<file path="src/rtl/rescale_scheduler.sv">
// Frame sequencer for the bilinear rescaler: walks destination pixels in raster order,
// fetches each 2x2 source neighbourhood and emits the four bilinear weights per pixel.
module rescale_scheduler #(
  parameter int DIM_W = 10,
  parameter int FRAC  = 5,
  parameter int WL    = 16
) (
  input  logic             clk,
  input  logic             rst,
  input  logic             start,
  input  logic [DIM_W-1:0] src_w,
  input  logic [DIM_W-1:0] src_h,
  input  logic [DIM_W-1:0] dst_w,
  input  logic [DIM_W-1:0] dst_h,
  input  logic [WL-1:0]    scale_c,
  input  logic [WL-1:0]    scale_r,
  output logic             busy,
  output logic             done,
  output logic             cfg_err,
  output logic             rd_req,
  output logic [DIM_W-1:0] rd_row,
  output logic [DIM_W-1:0] rd_col,
  input  logic             rd_ack,
  output logic [WL-1:0]    m3,
  output logic [WL-1:0]    m4,
  output logic [WL-1:0]    m5,
  output logic [WL-1:0]    m6,
  output logic             calc_valid,
  input  logic             out_ready,
  output logic [DIM_W-1:0] dst_row,
  output logic [DIM_W-1:0] dst_col
);

  localparam int AW = DIM_W + FRAC + 1;  // accumulator width
  localparam int IW = DIM_W + 1;         // integer part of an accumulator
  localparam int DW = FRAC + 1;          // delta width, range 0..1.0
  localparam int PW = 2 * DW;            // weight product width
  localparam logic [DW-1:0] ONE = DW'(1 << FRAC);

  typedef enum logic [2:0] {IDLE, ADDR, FETCH, WEIGHT, EMIT, DONE} state_t;

  state_t        state;
  logic [AW-1:0] acc_r, acc_c;
  logic [DW-1:0] dr, dc;
  logic          err_q;

  logic [IW-1:0] int_r, int_c;
  logic          clamp_r, clamp_c;
  logic          cfg_bad;
  logic [DW-1:0] inv_r, inv_c;
  logic [PW-1:0] p3, p4, p5, p6;

  assign int_r = acc_r[AW-1:FRAC];
  assign int_c = acc_c[AW-1:FRAC];

  // At or past the last source line the neighbourhood is pinned to the final pair
  // with a full 1.0 delta, so the far neighbour carries the whole weight.
  assign clamp_r = int_r >= ({1'b0, src_h} - IW'(1));
  assign clamp_c = int_c >= ({1'b0, src_w} - IW'(1));

  assign cfg_bad = (src_w < DIM_W'(2)) || (src_h < DIM_W'(2)) ||
                   (dst_w == '0) || (dst_h == '0);

  assign inv_r = ONE - dr;
  assign inv_c = ONE - dc;
  assign p3 = PW'(inv_r) * PW'(inv_c);
  assign p4 = PW'(dr)    * PW'(inv_c);
  assign p5 = PW'(inv_r) * PW'(dc);
  assign p6 = PW'(dr)    * PW'(dc);

  // NOTE: every register here is assigned with <= so all updates take effect together
  // at the clock edge, whatever order the statements are written in.
  always_ff @(posedge clk or posedge rst) begin
    if (rst) begin
      state      <= IDLE;
      acc_r      <= '0;
      acc_c      <= '0;
      dr         <= '0;
      dc         <= '0;
      err_q      <= 1'b0;
      busy       <= 1'b0;
      done       <= 1'b0;
      cfg_err    <= 1'b0;
      rd_req     <= 1'b0;
      rd_row     <= '0;
      rd_col     <= '0;
      m3         <= '0;
      m4         <= '0;
      m5         <= '0;
      m6         <= '0;
      calc_valid <= 1'b0;
      dst_row    <= '0;
      dst_col    <= '0;
    end else begin
      case (state)
        IDLE: begin
          done    <= 1'b0;
          cfg_err <= 1'b0;
          if (start) begin
            if (cfg_bad) begin
              err_q <= 1'b1;
              state <= DONE;
            end else begin
              acc_r   <= '0;
              acc_c   <= '0;
              dst_row <= '0;
              dst_col <= '0;
              busy    <= 1'b1;
              state   <= ADDR;
            end
          end
        end

        ADDR: begin
          rd_row <= clamp_r ? src_h - DIM_W'(2) : int_r[DIM_W-1:0];
          rd_col <= clamp_c ? src_w - DIM_W'(2) : int_c[DIM_W-1:0];
          dr     <= clamp_r ? ONE : {1'b0, acc_r[FRAC-1:0]};
          dc     <= clamp_c ? ONE : {1'b0, acc_c[FRAC-1:0]};
          rd_req <= 1'b1;
          state  <= FETCH;
        end

        FETCH: begin
          if (rd_ack) begin
            rd_req <= 1'b0;
            state  <= WEIGHT;
          end
        end

        WEIGHT: begin
          m3         <= WL'(p3 >> FRAC);
          m4         <= WL'(p4 >> FRAC);
          m5         <= WL'(p5 >> FRAC);
          m6         <= WL'(p6 >> FRAC);
          calc_valid <= 1'b1;
          state      <= EMIT;
        end

        EMIT: begin
          if (out_ready) begin
            calc_valid <= 1'b0;
            if (dst_col < dst_w - DIM_W'(1)) begin
              dst_col <= dst_col + DIM_W'(1);
              acc_c   <= acc_c + AW'(scale_c);
              state   <= ADDR;
            end else if (dst_row < dst_h - DIM_W'(1)) begin
              dst_col <= '0;
              acc_c   <= '0;
              dst_row <= dst_row + DIM_W'(1);
              acc_r   <= acc_r + AW'(scale_r);
              state   <= ADDR;
            end else begin
              busy  <= 1'b0;
              state <= DONE;
            end
          end
        end

        DONE: begin
          done    <= 1'b1;
          cfg_err <= err_q;
          err_q   <= 1'b0;
          state   <= IDLE;
        end

        default: state <= IDLE;
      endcase
    end
  end

endmodule

</file>
<file path="config.mk">
export PLATFORM = sky130hd
export DESIGN_NAME = rescale_scheduler
export DESIGN_NICKNAME = d
export VERILOG_FILES = /design/src/rtl/rescale_scheduler.sv
export SDC_FILE = /design/constraint.sdc
export NUM_CORES = 1
export LEC_CHECK = 0
export ABC_AREA = 1
export CORE_ASPECT_RATIO = 0.8
export CORE_UTILIZATION = 30
export CTS_CLUSTER_SIZE = 40
export DETAILED_ROUTE_END_ITERATION = 12
export PLACE_DENSITY = 0.58
export SLEW_MARGIN = 20
export SYNTH_ARGS = -nofsm -noshare
export SYNTH_HDL_FRONTEND = slang
export SYNTH_SLANG_ARGS = --single-unit
export TNS_END_PERCENT = 10
</file>
<file path="constraint.sdc">
create_clock -name clk -period 12.2 [get_ports clk]
set_clock_uncertainty 0.15 [all_clocks]
set_input_delay 2.44 -clock clk [delete_from_list [all_inputs] [get_ports clk]]
set_output_delay 2.44 -clock clk [all_outputs]
set_load 0.1 [all_outputs]
</file>
**Word-level counts from Yosys, hierarchy flattened**

Cells that the tools add are included.

- Add/subtract/negate cells: 12
- Multiply operators: 4
- Magnitude comparators: 6
- Equal/unequal tests: 14
- Mux-type cells: 46
- Reduce and logical (&&, ||, !) cells: 17

Operators by type and width:

| cell | number |
|---|---|
| two-way mux 16 bit | 8 |
| two-way mux 10 bit | 10 |
| case mux 16 bit (2 select lines) | 2 |
| multiplier 6 x 6 -> 12 bit | 4 |
| case mux 10 bit (2 select lines) | 2 |
| adder 16 bit | 2 |
| greater-or-equal comparator 11 bit | 2 |
| subtractor 10 x 1 -> 11 bit (second input constant) | 2 |
| adder 10 x 1 -> 10 bit (second input constant) | 2 |
| zero test 10 bit | 2 |
| < comparator 10 bit | 2 |
| < comparator 10 x 2 -> 1 bit (second input constant) | 2 |
| subtractor 10 x 1 -> 10 bit (second input constant) | 2 |
| subtractor 10 x 2 -> 10 bit (second input constant) | 2 |
| two-way mux 3 bit | 6 |
| inequality test 2 bit (second input constant) | 8 |
| case mux 3 bit (5 select lines) | 1 |
| two-way mux 6 bit | 2 |
| case mux 1 bit (2 select lines) | 6 |
| AND reduction 6 bit | 2 |
| subtractor 6 bit (first input constant) | 2 |
| two-way mux 1 bit | 9 |
| nonzero test 2 bit | 4 |
| == test 3 x 2 -> 1 bit (second input constant) | 2 |
| other kinds (8) | 13 |

- Bits in registers: 121
- Input port bits: 77
- Output and inout port bits: 109
- Word-level logic and storage cells: 118

**Logic depth before layout (Yosys ltp)**

Gate-level depths: netlist of run 1.

- Word-level depth: 7
- Mapped depth: 27
- Mapped depth without buffers: 26

**Worst setup path after synthesis of run 1**

OpenSTA, ideal clock, no wires.

- Kind: in2reg
- Start: input src_w[1]
- End: register rd_col[3]
- Setup time: 120 ps
- Data arrival time: 4911 ps
- Slack: 7019 ps
- Cell stages on the path: 18
- Buffers on the path: 1
- Cells stage by stage: inv_1 > ha_1 > inv_1 > nor2_1 > nand2_1 > or2_2 > nor2_1 > o21ai_0 > xor2_1 > ha_1 > nand2_1 > o21a_1 > and2_1 > nand3_1 > clkbuf_1 > nand2_1 > nand3_1 > nand2_1

- Cells in the longest elaborated chain, start to end: 3
- Elaborated cells on any way between the ends: 4
- Classes of those cells: add/sub: 2; order compare: 1; mux: 1

RTL lines:

| what | RTL line | source |
|---|---|---|
| start, declared | 11 | `input logic [DIM_W-1:0] src_w,` |
| subtractor 10 x 1 -> 11 bit | 59 | `assign clamp_c = int_c >= ({1'b0, src_w} - IW'(1));` |
| greater-or-equal comparator 11 bit | 59 |  |
| two-way mux 10 bit (*) | 116 | `rd_col <= clamp_c ? src_w - DIM_W'(2) : int_c[DIM_W-1:0];` |
| end signal, assigned | 116 |  |
| end, declared | 22 | `output logic [DIM_W-1:0] rd_col,` |

Every way passes the cells marked *; elsewhere a longest branch is shown, timed or not.
A chain may end at the register's enable or synchronous reset.

**Worst setup path in the final report of run 1**

- Start: input src_w[1]
- End: register dc[3]

- Cells in the longest elaborated chain, start to end: 3

RTL lines:

| what | RTL line | source |
|---|---|---|
| subtractor 10 x 1 -> 11 bit | 59 |  |
| greater-or-equal comparator 11 bit | 59 |  |
| two-way mux 6 bit | 118 | `dc <= clamp_c ? ONE : {1'b0, acc_c[FRAC-1:0]};` |
| end signal, assigned | 118 |  |
| end, declared | 44 | `logic [DW-1:0] dr, dc;` |

Every way passes these cells.

==> results of run 1 <==
cells in the mapped netlist, drive strengths merged:
library cell / instances
nand3: 146
and2: 6
nor2: 163
xor2: 47
o21bai: 1
ha: 152
or2: 4
inv: 290
o21ai: 75
mux2i: 1
and3: 3
nand4: 36
conb: 1
a31oi: 4
xnor2: 31
a21o: 5
clkinv: 2
clkbuf: 28
o21a: 6
fa: 66
nor3: 34
dfrtp: 121
nor3b: 2
nand3b: 10
a21oi: 51
buf: 55
nand2: 620
a211oi: 2
o31ai: 1
worst max-delay path, delay by kind of cell:
kind	cells	cell delay, ps
compound gates	2	230
fa+ha+maj	2	520
buf+inv	3	640
xor+xnor	1	160
simple gates	9	2180
metal layers:
layer	part of all wire	vias up	global-route usage
li1	-	6369	-
met1	0.50	5958	0.251
met2	0.44	259	0.280
met3	0.051	26	0.0377
met4	0.013	0	0.0424
met5	0	-	0
registers in the layout (all words and copies together) (netlist names), 3 cells and up:
name	flops
dst_col	10
acc_r	16
m5	7
m4	7
m3	7
rd_row	10
state	3
acc_c	16
dc	6
rd_col	10
m6	7
dr	6
dst_row	10
cell families (layout without fill, tap and decap cells):
| logic type | Yosys count | after routing |
|---|---|---|
| compound gates | 145 | 145 |
| xor+xnor | 78 | 78 |
| fa+ha+maj | 218 | 218 |
| buf+inv | 375 | 478 |
| flops | 121 | 121 |
| mux | 1 | 1 |
| other cells | 1 | 36 |
| simple gates | 1024 | 1024 |
power breakdown:
part	total, mW	leakage, nW	switching (mW)	internal [mW]
sequential	0.642	1.65	0.143	0.499
combinational	2.09	6.68	1.52	0.569
clock	0.527	0.287	0.222	0.306
total	3.26	8.62	1.89	1.37
final timing paths:
path | to | cells past startpoint
worst max register to register | m5[6] | 17
worst min register to register | state[0] | 1
worst max-delay path | dc[3] | 17
min in group asynchronous | rd_col[9] | 2
worst min-delay path | state[0] | 1
max in group asynchronous | rd_row[3] | 3
area by class of cell:
| class | instances | area [µm²] | share of cell area |
|---|---|---|---|
| flip-flops and latches | 121 | 3030 | 0.187 |
| inverters | 292 | 1100 | 0.0680 |
| clock buffers | 18 | 429 | 0.0265 |
| well taps | 603 | 754 | 0.0466 |
| multi-input cells | 1502 | 9200 | 0.568 |
| clock inverters | 14 | 160 | 0.00989 |
| repair buffers | 154 | 1530 | 0.0944 |
per-stage QoR:
step / power, mW / std cells / cell area, µm²
2_1_floorplan: 2.18 / 1998 / 13800
3_3_place_gp: 2.72 / 2672 / 15600
5_1_grt: 3.52 / 2704 / 16200
4_1_cts: 3.27 / 2704 / 16200
3_5_place_dp: 2.73 / 2672 / 15600
6_report: 3.26 / 2704 / 16200
==> flow_summary.rst, run 1 <==
.. list-table::
   :header-rows: 1

   * - Metric
     - Value
   * - Run status
     - completed
   * - Final-layout fill cell count
     - 4801
   * - Kind of end point of the critical path
     - flip-flop
   * - FF-to-FF setup slack
     - 6960 ps
   * - Wire length of the first global-routing pass
     - 65.0 mm
   * - Max Root-Sink Buffers
     - 2
   * - Total number of nets in the final design
     - 2383
   * - Number of synthesized register bits
     - 121
   * - Critical-path cell with the highest stage delay
     - nand3_1
   * - Setup fix buffers added after clock tree synthesis
     - 0
   * - Worst slack at placement
     - 5820 ps
   * - Setup repair after global routing missed its margin
     - false
   * - Die boundary width
     - 241 µm
   * - Final cycle utilization of the critical path
     - 0.488
   * - Synthesized instance count
     - 1963
   * - Hold-fix buffers at CTS
     - 0
   * - Main combinational cell family by area after synthesis
     - simple AND/OR/NAND/NOR gates
   * - Post-route setup slack
     - 6240 ps
   * - Total number of vias
     - 12600
   * - # setup viols final
     - 0
   * - Number of warnings printed during yosys synthesis
     - 0
   * - Via-to-Cell Ratio
     - 4.66
   * - Relative slew slack
     - 0.258
   * - Total gr overflow
     - 0
   * - Boundary Pins
     - 186
   * - Worst min-delay path class
     - flip-flop to flip-flop
   * - Peak supply drop
     - 0.138 mV
   * - Cells taking the most area after synthesis
     - dfrtp_1, nand2_1, ha_1
   * - Final Hold Slack
     - ~320 ps
   * - Critical-path maximum fanout
     - 11
   * - H-tree depth
     - 4
   * - Worst Setup Path Type
     - primary input to flip-flop
   * - Row Count
     - 69
   * - Hold Fails Final Rpt
     - 0
   * - Crit. Startpoint
     - src_w[1]
   * - Startpoint type of the worst setup path
     - primary input
   * - Tmin final
     - 5960 ps
   * - Number of slew-limit violations in the final report
     - 0
   * - Proportion of netlist area held by the largest area contributor
     - 0.221
   * - DR iter-0 viols
     - 787
   * - Die outline area
     - 46500 µm²
   * - Cell Pwr Density
     - 201 nW/µm²
   * - CTS tree
     - done
   * - Vias in the first global route
     - 12500
   * - Placer congestion estimate
     - ~0.90
   * - Residual antenna-violating net count after detailed routing
     - 0
   * - Die extent in y
     - 193 µm
   * - Clk slew on worst S/H paths
     - around 70 ps
   * - Post-synthesis share of cell area spent on xor and xnor gates
     - 0.0499
   * - Pin count of the biggest net entering global routing
     - 74
   * - Maximum cell stage delay along the critical path
     - approximately 460 ps
   * - Antenna violations before repair
     - 0
   * - Number of buffer cells added on primary ports
     - about 150
   * - Worst path required time
     - ~12000 ps
   * - Share of cell area taken by muxes after synthesis
     - 0.000731
   * - End-of-flow core utilization
     - 0.362
   * - Detailed Routing Iterations Pass 1
     - 6
   * - Initial Util
     - 0.306
   * - Tot GR Track Use
     - 0.179
   * - Leading cell type in the layout, fill and taps excluded
     - nand2_1
   * - Static power due to leakage
     - between 8 and 9 nW
   * - Number of gates resized after CTS
     - 0
   * - Actual slew at the worst max-slew pin
     - around 1100 ps
   * - Distinct cell type count of the synthesized netlist
     - 43
   * - DP HPWL
     - 31.9 mm
   * - Fraction of layout cells with a size suffix above 1
     - 0.0347
   * - Clock tree sinks
     - 121
   * - Number of max-capacitance violations reported
     - 0
   * - Sum of routed wire length over all layers
     - 39.9 mm
   * - Cell repeated most along the worst path
     - nor2_1
   * - Mapped Area
     - 13700 µm²
   * - Critical-path cell list
     - clkdlybuf4s50_1 -> inv_1 -> ha_1 -> inv_1 -> nor2_1 -> nand2_1 -> or2_2 -> nor2_1 -> o21ai_0 -> xor2_1 -> ha_1 -> and3_1 -> nand4_1 -> nand3_1 -> nor2_1 -> nand2_1 -> o21ai_0
   * - Layout Area Growth over Synthesis
     - 18.3%
   * - Setup TNS Final
     - 0 ps
   * - Hold Startpoint
     - state[0]
   * - Insertion delay of the later-clocked pin in the worst-skew pair
     - about 450 ps
   * - Drc violations
     - 0
   * - Synth Area in Compound Gates
     - 0.0561
   * - Startpoint of the lowest-slack register-to-register path
     - dr[0]
   * - Clk Tree Root Cell
     - clkbuf_16
   * - Wire length per cell after detailed routing
     - roughly 15 µm
   * - Area fraction in and, or, nand and nor cells after synthesis
     - 0.319
   * - Core region area
     - 44700 µm²
   * - Highest-count cells in the layout ignoring fill and taps
     - nand2_1, inv_1, nor2_1
   * - WP data arrival
     - approximately 6000 ps
   * - Antenna cell count
     - 0
   * - Sequential share of the synthesized area
     - 0.221
   * - TritonCTS buffer count
     - 17
   * - Per-instance average area after synthesis
     - approximately 7 µm²
   * - Top cell type by total area after synthesis
     - dfrtp_1
   * - Synth Area in Adders
     - 0.235
   * - Maximum achievable frequency
     - 168 MHz
Note: power is estimated with default switching activity, not from simulation.
==> run 2, diff against run 1 <==
--- a/config.mk
+++ b/config.mk
@@ -10,7 +10,7 @@
 export CORE_UTILIZATION = 30
 export CTS_CLUSTER_SIZE = 40
 export DETAILED_ROUTE_END_ITERATION = 12
-export PLACE_DENSITY = 0.58
+export PLACE_DENSITY = 0.6
 export SLEW_MARGIN = 20
 export SYNTH_ARGS = -nofsm -noshare
 export SYNTH_HDL_FRONTEND = slang
==> constraint.sdc (replaced) <==
create_clock -name clk -period 5.3 [get_ports clk]
set_clock_uncertainty 0.15 [all_clocks]
set_input_delay 1.06 -clock clk [delete_from_list [all_inputs] [get_ports clk]]
set_output_delay 1.06 -clock clk [all_outputs]
set_load 0.1 [all_outputs]
==> run 2 against run 1 <==
  * Die area stayed put
  * Worst hold slack worse by 8.3 ps
  * Critical endpoint is now m5[5]
  * Combinational power is 130% higher
  * Wire length is 2.4% lower
  * Clock power is 130% higher
  * Final cell count is 0.22% higher
  * Flip-flop and latch count stayed put
  * Worst setup slack worse by 5700 ps
  * Largest power group unchanged
==> flow_summary.rst, run 2 (same netlist as run 1, synthesis figures left out) <==
.. list-table::
   :header-rows: 1

   * - Metric
     - Value
   * - Worst path required time
     - 5470 ps
   * - Highest-count cells in the layout ignoring fill and taps
     - nand2_1, inv_1, nor2_1
   * - Registers with the most flip-flops
     - acc_c: 16 flops, acc_r: 16 flops
   * - # setup viols final
     - 0
   * - Residual antenna-violating net count after detailed routing
     - 0
   * - Vias in the first global route
     - 12500
   * - Total number of nets in the final design
     - 2390
   * - Insertion delay of the later-clocked pin in the worst-skew pair
     - approximately 440 ps
   * - Sum of routed wire length over all layers
     - 39.0 mm
   * - Tmin final
     - 4770 ps
   * - Kind of end point of the critical path
     - flip-flop
   * - Pin count of the biggest net entering global routing
     - 66
   * - Leading cell type in the layout, fill and taps excluded
     - nand2_1
   * - End-of-flow core utilization
     - 0.364
   * - Critical-path maximum fanout
     - 12
   * - Die extent in y
     - 193 µm
   * - Boundary Pins
     - 186
   * - Cell Pwr Density
     - 461 nW/µm²
   * - Fraction of layout cells with a size suffix above 1
     - 0.0365
   * - Detailed Routing Iterations Pass 1
     - 5
   * - Number of max-capacitance violations reported
     - 0
   * - Run status
     - completed
   * - Worst slack at placement
     - about 410 ps
   * - Number of buffer cells added on primary ports
     - 149
   * - Antenna violations before repair
     - 0
   * - Die outline area
     - 46500 µm²
   * - Final cycle utilization of the critical path
     - 0.900
   * - Clk slew on worst S/H paths
     - 60 ps
   * - CTS tree
     - done
   * - Core region area
     - 44700 µm²
   * - Total gr overflow
     - 0
   * - TritonCTS buffer count
     - 17
   * - Layout Area Growth over Synthesis
     - 18.9%
   * - Post-route setup slack
     - around 530 ps
   * - Actual slew at the worst max-slew pin
     - 1130 ps
   * - Number of slew-limit violations in the final report
     - 0
   * - Maximum achievable frequency
     - between 200 and 250 MHz
   * - Die boundary width
     - 241 µm
   * - Number of placed cells counting well taps
     - 2679
   * - Static power due to leakage
     - 8.66 nW
   * - Initial Util
     - 0.306
   * - Via-to-Cell Ratio
     - 4.65
   * - Hold Fails Final Rpt
     - 0
   * - Total number of vias
     - 12600
   * - Tot GR Track Use
     - 0.175
   * - Post-Layout Cell Count
     - 2710
   * - Setup TNS Final
     - 0 ps
   * - Clk Tree Root Cell
     - clkbuf_16
   * - Antenna cell count
     - 0
   * - Peak supply drop
     - 0.343 mV
   * - Max Root-Sink Buffers
     - 2
   * - Hold-fix buffers at CTS
     - 0
   * - Setup repair after global routing missed its margin
     - false
   * - Wire length of the first global-routing pass
     - 64.5 mm
   * - DP HPWL
     - a little over 30 mm
   * - Placer congestion estimate
     - 0.923
   * - Worst min-delay path class
     - flip-flop to flip-flop
   * - Drc violations
     - 0
   * - DR iter-0 viols
     - 604
   * - H-tree depth
     - 4
   * - Worst Setup Path Type
     - flip-flop to flip-flop
   * - Wire length per cell after detailed routing
     - 14.4 µm
   * - Clock tree sinks
     - 121
   * - WP data arrival
     - 4950 ps
   * - Relative slew slack
     - 0.243
   * - Row Count
     - 69
   * - Startpoint type of the worst setup path
     - flip-flop
run 2: changes by cell type in the layout (fill, tap and decap cells not counted), sizes merged:
cell | previous run | this run
clkinv | 5 | 6
buf | 5 | 12
bufinv | 2 | 3
clkinvlp | 1 | 2
clkbuf | 18 | 21
inv | 298 | 291
run 2: worst paths after layout:
kind,start,end,slack (ps),cells after the start
setup / recovery,dr[1],m5[5],530,20
hold / removal,state[0],state[0],310,1
setup reg to reg,dr[1],m5[5],530,20
hold reg to reg,state[0],state[0],310,1
max in group asynchronous,rst,acc_r[6],3130,3
min in group asynchronous,rst,acc_c[10],1030,2
run 2: power by group:
part	internal (mW)	leakage, nW	switching [mW]
registers	1.15	1.65	0.307
logic	1.33	6.73	3.50
clock network	0.751	0.284	0.469
total	3.23	8.66	4.27
run 2: timing repair:
action / in CTS / in global routing
buffers inserted: 0 / 0
endpoints found under the hold margin: 0 / 0
endpoints found under the setup margin: 0 / 1
gates resized for setup: 0 / 1
run 2: critical path, stage by stage (launching register included):
cell	delay (ps)
dfrtp_1	630
inv_1	170
ha_1	260
nand2_1	100
nor2_1	40
nand2_1	50
nand2_1	180
inv_1	270
nand2_1	110
fa_1	490
inv_1	50
fa_1	530
inv_1	60
fa_1	530
inv_1	40
ha_1	360
a21o_1	200
a31oi_1	170
nand3_1	100
nand3_1	100
nand2_1	60
run 2: stage by stage:
| stage | hold WS [ps] | area, µm² | total power, mW |
|---|---|---|---|
| global placement | 300 | 15700 | 6.22 |
| floorplan | 282 | 13800 | 5.02 |
| CTS | 313 | 16300 | 7.52 |
| detailed placement | 297 | 15700 | 6.25 |
| global route | 339 | 16300 | 8.14 |
| finish | 312 | 16300 | 7.50 |
run 2: cell type report:
class | instances | area (µm²)
sequential | 121 | 3030
multi-input combinational | 1502 | 9210
tap | 603 | 754
inverter | 292 | 1100
fill | 4716 | 28400
timing repair buffer | 161 | 1590
clock buffer | 21 | 450
clock inverter | 10 | 145
run 2: metal layers:
metal	up-vias	share of wire	GRT usage	wire, µm
met5	-	0	0	0
met4	0	0.011	0.0372	418
met3	28	0.048	0.0280	1860
met2	295	0.44	0.281	17100
met1	5909	0.50	0.248	19600
li1	6373	-	-	-
